===== src/rtl/imu_seq_ctrl.sv =====
// imu_seq_ctrl: runs one IMU serial read frame (chip-select low, DATA_W bits
// clocked in MSB-first), publishes the sample, then shifts it MSB-first into
// the external display shift register and strobes its latch.
// Optional feature macro: IMU_CONT_EN -- while imu_enable_in stays high, frames
// repeat with GAP idle cycles between them instead of one frame per rising edge.
module imu_seq_ctrl #(
    parameter int DATA_W  = 16,
    parameter int CLK_DIV = 4,
    parameter int GAP     = 1000
) (
    input  logic              clk,
    input  logic              rst,
    input  logic              en,
    input  logic              imu_enable_in,
    input  logic              imu_sdo_in,
    output logic              imu_cs_n,
    output logic              imu_sclk,
    output logic              sr_sdi,
    output logic              sr_clk,
    output logic              sr_latch,
    output logic [DATA_W-1:0] sample,
    output logic              sample_valid,
    output logic              busy
);

    localparam int DIV_W  = $clog2(CLK_DIV + 1);
    localparam int HALF_W = $clog2(2 * DATA_W);
    localparam logic [DIV_W-1:0]  DIV_LAST  = DIV_W'(CLK_DIV - 1);
    localparam logic [HALF_W-1:0] HALF_LAST = HALF_W'(2 * DATA_W - 1);

    // Reject parameter values the counters and shift registers are not sized for.
    if (DATA_W < 2 || DATA_W > 32 || CLK_DIV < 1 || GAP < 1) begin : g_param_check
        $error("imu_seq_ctrl: parameter out of range");
    end

    typedef enum logic [2:0] {
        ST_IDLE,
        ST_READ,
        ST_LOAD,
        ST_SHIFT,
        ST_LATCH
`ifdef IMU_CONT_EN
        , ST_GAP
`endif
    } state_t;

    state_t              state, state_d;
    logic [DIV_W-1:0]    div_cnt, div_d;
    logic [HALF_W-1:0]   half_cnt, half_d;
    logic                sclk_d, srclk_d;
    logic                in_shift, out_shift, load_go;
    logic [2:0]          sync_q;
    logic [DATA_W-1:0]   in_shreg, out_shreg;

`ifdef IMU_CONT_EN
    localparam int GAP_W = $clog2(GAP + 1);
    localparam logic [GAP_W-1:0] GAP_LAST = GAP_W'(GAP - 1);
    logic [GAP_W-1:0]    gap_cnt, gap_d;
`endif

    // sync_q[1] is the synchronized request; sync_q[2] is its previous value.
    wire enable_sync = sync_q[1];
    wire start_edge  = sync_q[1] & ~sync_q[2];
    wire half_done   = (div_cnt == DIV_LAST);

    // Two-flop synchronizer for the pad request plus one flop for edge detect.
    // NOTE: clocked state uses non-blocking (<=) so every flop samples pre-edge values.
    always_ff @(posedge clk) begin
        if (rst) sync_q <= '0;
        else     sync_q <= {sync_q[1:0], imu_enable_in};
    end

    // FSM state register and phase counters.
    always_ff @(posedge clk) begin
        if (rst) begin
            state    <= ST_IDLE;
            div_cnt  <= '0;
            half_cnt <= '0;
`ifdef IMU_CONT_EN
            gap_cnt  <= '0;
`endif
        end else begin
            state    <= state_d;
            div_cnt  <= div_d;
            half_cnt <= half_d;
`ifdef IMU_CONT_EN
            gap_cnt  <= gap_d;
`endif
        end
    end

    // Next-state, counter and serial-clock decisions.
    always_comb begin
        // NOTE: every variable gets a default first so no path can infer a latch.
        state_d   = state;
        div_d     = div_cnt;
        half_d    = half_cnt;
        sclk_d    = imu_sclk;
        srclk_d   = sr_clk;
        in_shift  = 1'b0;
        out_shift = 1'b0;
`ifdef IMU_CONT_EN
        gap_d     = gap_cnt;
`endif
        case (state)
            ST_IDLE: if (en && start_edge) state_d = ST_READ;
            ST_READ: begin
                div_d = half_done ? '0 : div_cnt + DIV_W'(1);
                if (half_done) begin
                    sclk_d   = ~imu_sclk;
                    in_shift = ~imu_sclk;          // capture on the 0->1 toggle
                    half_d   = half_cnt + HALF_W'(1);
                    if (half_cnt == HALF_LAST) state_d = ST_LOAD;
                end
            end
            ST_LOAD: state_d = ST_SHIFT;
            ST_SHIFT: begin
                div_d = half_done ? '0 : div_cnt + DIV_W'(1);
                if (half_done) begin
                    srclk_d   = ~sr_clk;
                    out_shift = sr_clk;            // advance bit after the high phase
                    half_d    = half_cnt + HALF_W'(1);
                    if (half_cnt == HALF_LAST) state_d = ST_LATCH;
                end
            end
            ST_LATCH:
`ifdef IMU_CONT_EN
                state_d = (enable_sync && en) ? ST_GAP : ST_IDLE;
            ST_GAP: begin
                gap_d = gap_cnt + GAP_W'(1);
                if (!enable_sync)            state_d = ST_IDLE;
                else if (gap_cnt == GAP_LAST) state_d = ST_READ;
            end
`else
                state_d = ST_IDLE;
`endif
            default: state_d = ST_IDLE;
        endcase

        // Losing the enable abandons the frame from any active state.
        if (state != ST_IDLE && !en) state_d = ST_IDLE;

        // Counters restart on every state entry; they never wrap on their own.
        if (state_d != state) begin
            div_d  = '0;
            half_d = '0;
`ifdef IMU_CONT_EN
            gap_d  = '0;
`endif
        end
        if (state_d != ST_READ)  sclk_d  = 1'b0;
        if (state_d != ST_SHIFT) srclk_d = 1'b0;
    end

    assign load_go = (state == ST_READ) && (state_d == ST_LOAD);
    assign sr_sdi  = out_shreg[DATA_W-1];

    // Registered pin outputs, sample capture and both data shift registers.
    always_ff @(posedge clk) begin
        if (rst) begin
            imu_cs_n     <= 1'b1;
            imu_sclk     <= 1'b0;
            sr_clk       <= 1'b0;
            sr_latch     <= 1'b0;
            sample       <= '0;
            sample_valid <= 1'b0;
            busy         <= 1'b0;
            in_shreg     <= '0;
            out_shreg    <= '0;
        end else begin
            imu_cs_n     <= (state_d != ST_READ);
            imu_sclk     <= sclk_d;
            sr_clk       <= srclk_d;
            sr_latch     <= (state_d == ST_LATCH);
            sample_valid <= load_go;
            busy         <= (state_d != ST_IDLE);
            if (in_shift) in_shreg <= {in_shreg[DATA_W-2:0], imu_sdo_in};
            if (load_go) begin
                sample    <= in_shreg;
                out_shreg <= in_shreg;
            end else if (out_shift) begin
                out_shreg <= {out_shreg[DATA_W-2:0], 1'b0};
            end
        end
    end

endmodule


===== config.mk =====
export PLATFORM = sky130hd
export DESIGN_NAME = imu_seq_ctrl
export DESIGN_NICKNAME = d
export VERILOG_FILES = /design/src/rtl/imu_seq_ctrl.sv
export SDC_FILE = /design/constraint.sdc
export NUM_CORES = 1
export LEC_CHECK = 0
export ABC_AREA = 1
export ABC_CLOCK_PERIOD_IN_PS = 2390
export CAP_MARGIN = 20
export CORE_MARGIN = 2
export CORE_UTILIZATION = 40
export DETAILED_ROUTE_END_ITERATION = 10
export PLACE_DENSITY = 0.69
export SYNTH_ARGS = -nofsm -noshare
export SYNTH_HDL_FRONTEND = slang
export SYNTH_SLANG_ARGS = --single-unit

===== constraint.sdc =====
create_clock -name clk -period 2.39 [get_ports clk]
set_clock_uncertainty 0.2 [all_clocks]
set_input_delay 0.478 -clock clk [delete_from_list [all_inputs] [get_ports clk]]
set_output_delay 0.478 -clock clk [all_outputs]
set_load 0.01 [all_outputs]

==> summary.md <==
| Metric | Value |
|---|---|
| Status | `completed` |
| Core area | `0.00725 mm²` |
| Die height | `90.4 µm` |
| Layout cells sized above 1 | `0.182` |
| Initial DRC count | `171` |
| DRT Pass-1 Iters | `4` |
| Buffers on Ports | `27` |
| H-tree depth | `3` |
| Final setup violation count | `0` |
| Synthesized area | `0.00299 mm²` |
| Fin nets | `388` |
| Initial antenna violation count | `0` |
| Sink Count | `68` |
| Setup TNS | `0 ns` |
| Cells after Synth | `352` |
| Fin crit period | `2.20 ns` |
| Pin count of the biggest net entering global routing | `22` |
| CP max FO | `19` |
| Root Driver | `clkbuf_8` |
| DPL Wire Length | `3990 µm` |
| PD cells | `617 mW/mm²` |
| DRC violations left | `0` |
| Worst-Margin Slew | `0.546 ns` |
| Fillers | `705` |
| Syn_nets | `360` |
| Setup Slack @ Placement | `0.194 ns` |
| Initial Util | `0.412` |
| Post-CTS Setup Inserts | `0` |
| Final hold viol count | `0` |
| Synthesis-to-finish area growth | `17.9%` |
| Worst EP arrival | `2.27 ns` |
| Number of buffers created by CTS | `9` |
| Hold-fix buffer count after cts | `0` |
| Nature of the critical path endpoint | `register` |
| Netlist cell types | `35` |
| Maximum operating frequency | `454 MHz` |
| Avg WL per Cell | `12.5 µm` |
| Via count | `2353` |
| Req. time, crit path | `2.46 ns` |
| Final hold slack | `0.216 ns` |
| Antenna viol nets, final | `0` |
| WL final | `6030 µm` |
| Period utilization | `0.922` |
| Vias in the first global route | `2247` |
| Crit Path Category | `register to register` |
| P_leak | `1.32 nW` |
| Final Max Tran Viols | `0` |
| Clock tree buffer depth | `2` |
| Placer congestion estimate | `0.782` |
| Mean post-synth cell area | `8.49 µm²` |
| CTS tree | `yes` |
| Worst-Skew Late Latency | `0.34 ns` |
| Max Cap Violations | `0` |
| Ant. Diodes | `0` |
| CP startpoint kind | `register` |
| Hold crit path type | `register to register` |
| Relative slew slack | `0.635` |
| Site Rows | `31` |
| Reg clk slew, reported paths | `0.07 ns` |
| Via-to-Cell Ratio | `4.86` |
| Global route total overflow | `0` |
| Area occupied by multi-input gates | `0.00136 mm²` |
| Die Span X | `90.4 µm` |
| Boundary Pins | `28` |
| Yosys reg bits | `68` |
| Synthesis Warnings | `0` |
| DIE AREA | `0.00818 mm²` |
| Sequential cell area | `0.00136 mm²` |
| Worst VDD drop | `0.298 mV` |
| RSZ-0062 raised after global routing | `no` |
| Final worst setup slack | `0.187 ns` |
| Sequential share of the synthesized area | `0.456` |
| Gr usage total | `0.155` |
| Pwr Total | `0.00217 W` |
| First-pass GRT wire length | `10500 µm` |
| Final Core Density | `0.486` |
==> power by group <==
part	leakage (nW)	internal, W	switching, W	total (W)
registers	0.548	0.00114	0.00000334	0.00114
clock network	0.102	0.000536	0.000428	0.000964
logic	0.673	0.0000236	0.0000457	0.0000693
total	1.32	0.00170	0.000477	0.00217
==> logic make-up (layout without fill, tap and decap cells) <==
kind of cell / after synthesis / in the layout / synth area share
AOI/OAI and AO/OA: 54 / 54 / 0.106
DFF: 68 / 68 / 0.456
adders and majority gates: 3 / 3 / 0.0126
muxes: 1 / 1 / 0.00335
buffers and inverters: 51 / 84 / 0.0892
and+or+nand+nor: 172 / 172 / 0.325
xor gates and xnor gates: 3 / 3 / 0.00880
==> area by class of cell <==
| type | instances | share of cell area |
|---|---|---|
| Multi-Input combinational cell | 233 | 0.386 |
| Inverter | 32 | 0.0366 |
| Clock inverter | 4 | 0.0135 |
| Timing Repair Buffer | 36 | 0.0980 |
| Sequential cell | 68 | 0.387 |
| Tap cell | 99 | 0.0352 |
| Clock buffer | 12 | 0.0440 |
==> per-layer routing <==
metal  vias up  track usage  wire (µm)
li1       1208            -          -
met4         0       0.0462         60
met3         7       0.0434        225
met5         -            0          0
met1      1100        0.202       2880
met2        38        0.253       2860
==> per-stage QoR <==
| stage | std cells | instance area, µm² |
|---|---|---|
| 6_report | 484 | 3520 |
| 5_1_grt | 484 | 3520 |
| 4_1_cts | 484 | 3510 |
| 3_5_place_dp | 468 | 3310 |
| 3_3_place_gp | 468 | 3310 |
| 2_1_floorplan | 352 | 2990 |
==> cells in the final DEF, fill, tap and decap left out, types with 4 or more instances in the layout <==
cell type        instances
nand4_1                 14
dfxtp_1                 68
clkbuf_8                11
buf_4                    7
clkdlybuf4s50_1         27
nand2_4                  5
nand3_1                 19
nand2_1                 60
a21oi_2                  9
nor2_1                  44
o21ai_0                 17
a21oi_1                 26
nand2_2                  4
nor3_2                   8
inv_1                   28
nand4_2                  7
==> synthesized netlist by cell type, drive strengths merged <==
| library cell | instances | area share |
|---|---|---|
| o21ai | 18 | 0.034 |
| buf | 12 | 0.037 |
| xor2 | 1 | 0.0029 |
| nor3 | 9 | 0.028 |
| dfxtp | 68 | 0.46 |
| nand4 | 21 | 0.059 |
| xnor2 | 2 | 0.0059 |
| nand3 | 23 | 0.053 |
| nor3b | 1 | 0.0025 |
| ha | 3 | 0.013 |
| inv | 31 | 0.041 |
| a31oi | 1 | 0.0021 |
| and3 | 1 | 0.0021 |
| clkbuf | 7 | 0.0088 |
| clkinv | 1 | 0.0017 |
| mux2i | 1 | 0.0034 |
| nor2 | 47 | 0.071 |
| a21oi | 35 | 0.070 |
| nand2 | 70 | 0.11 |
==> sequential cells by signal (all words and copies together), names as in the netlist <==
| register | flops |
|---|---|
| imu_sclk | 1 |
| busy | 1 |
| div_cnt | 3 |
| sample_valid | 1 |
| half_cnt | 5 |
| state | 3 |
| out_shreg | 16 |
| sr_clk | 1 |
| imu_cs_n | 1 |
| sample | 16 |
| in_shreg | 16 |
| sr_latch | 1 |
| sync_q | 3 |
==> critical path, stage by stage, from the launching register on <==
cell	delay [ns]
dfxtp_1	0.38
ha_1	0.18
and3_1	0.17
ha_1	0.17
nand3_1	0.11
inv_1	0.14
nand2_4	0.08
nand2_8	0.16
nand2_2	0.10
nand2_1	0.13
nand3_4	0.17
nor3_2	0.14
==> final timing paths <==
check,from,endpoint,slack (ns),cells after the start
worst max-delay path,half_cnt[0],half_cnt[4],0.19,11
worst min-delay path,sync_q[0],sync_q[1],0.22,2
worst max register to register,half_cnt[0],half_cnt[4],0.19,11
worst min register to register,sync_q[0],sync_q[1],0.22,2
==> timing repair <==
item | 4_1_cts | 5_1_grt
endpoints found under the hold margin | 0 | 0
resized for setup | 0 | 2
setup endpoints to repair | 0 | 3
(Power assumes the default switching activity.)
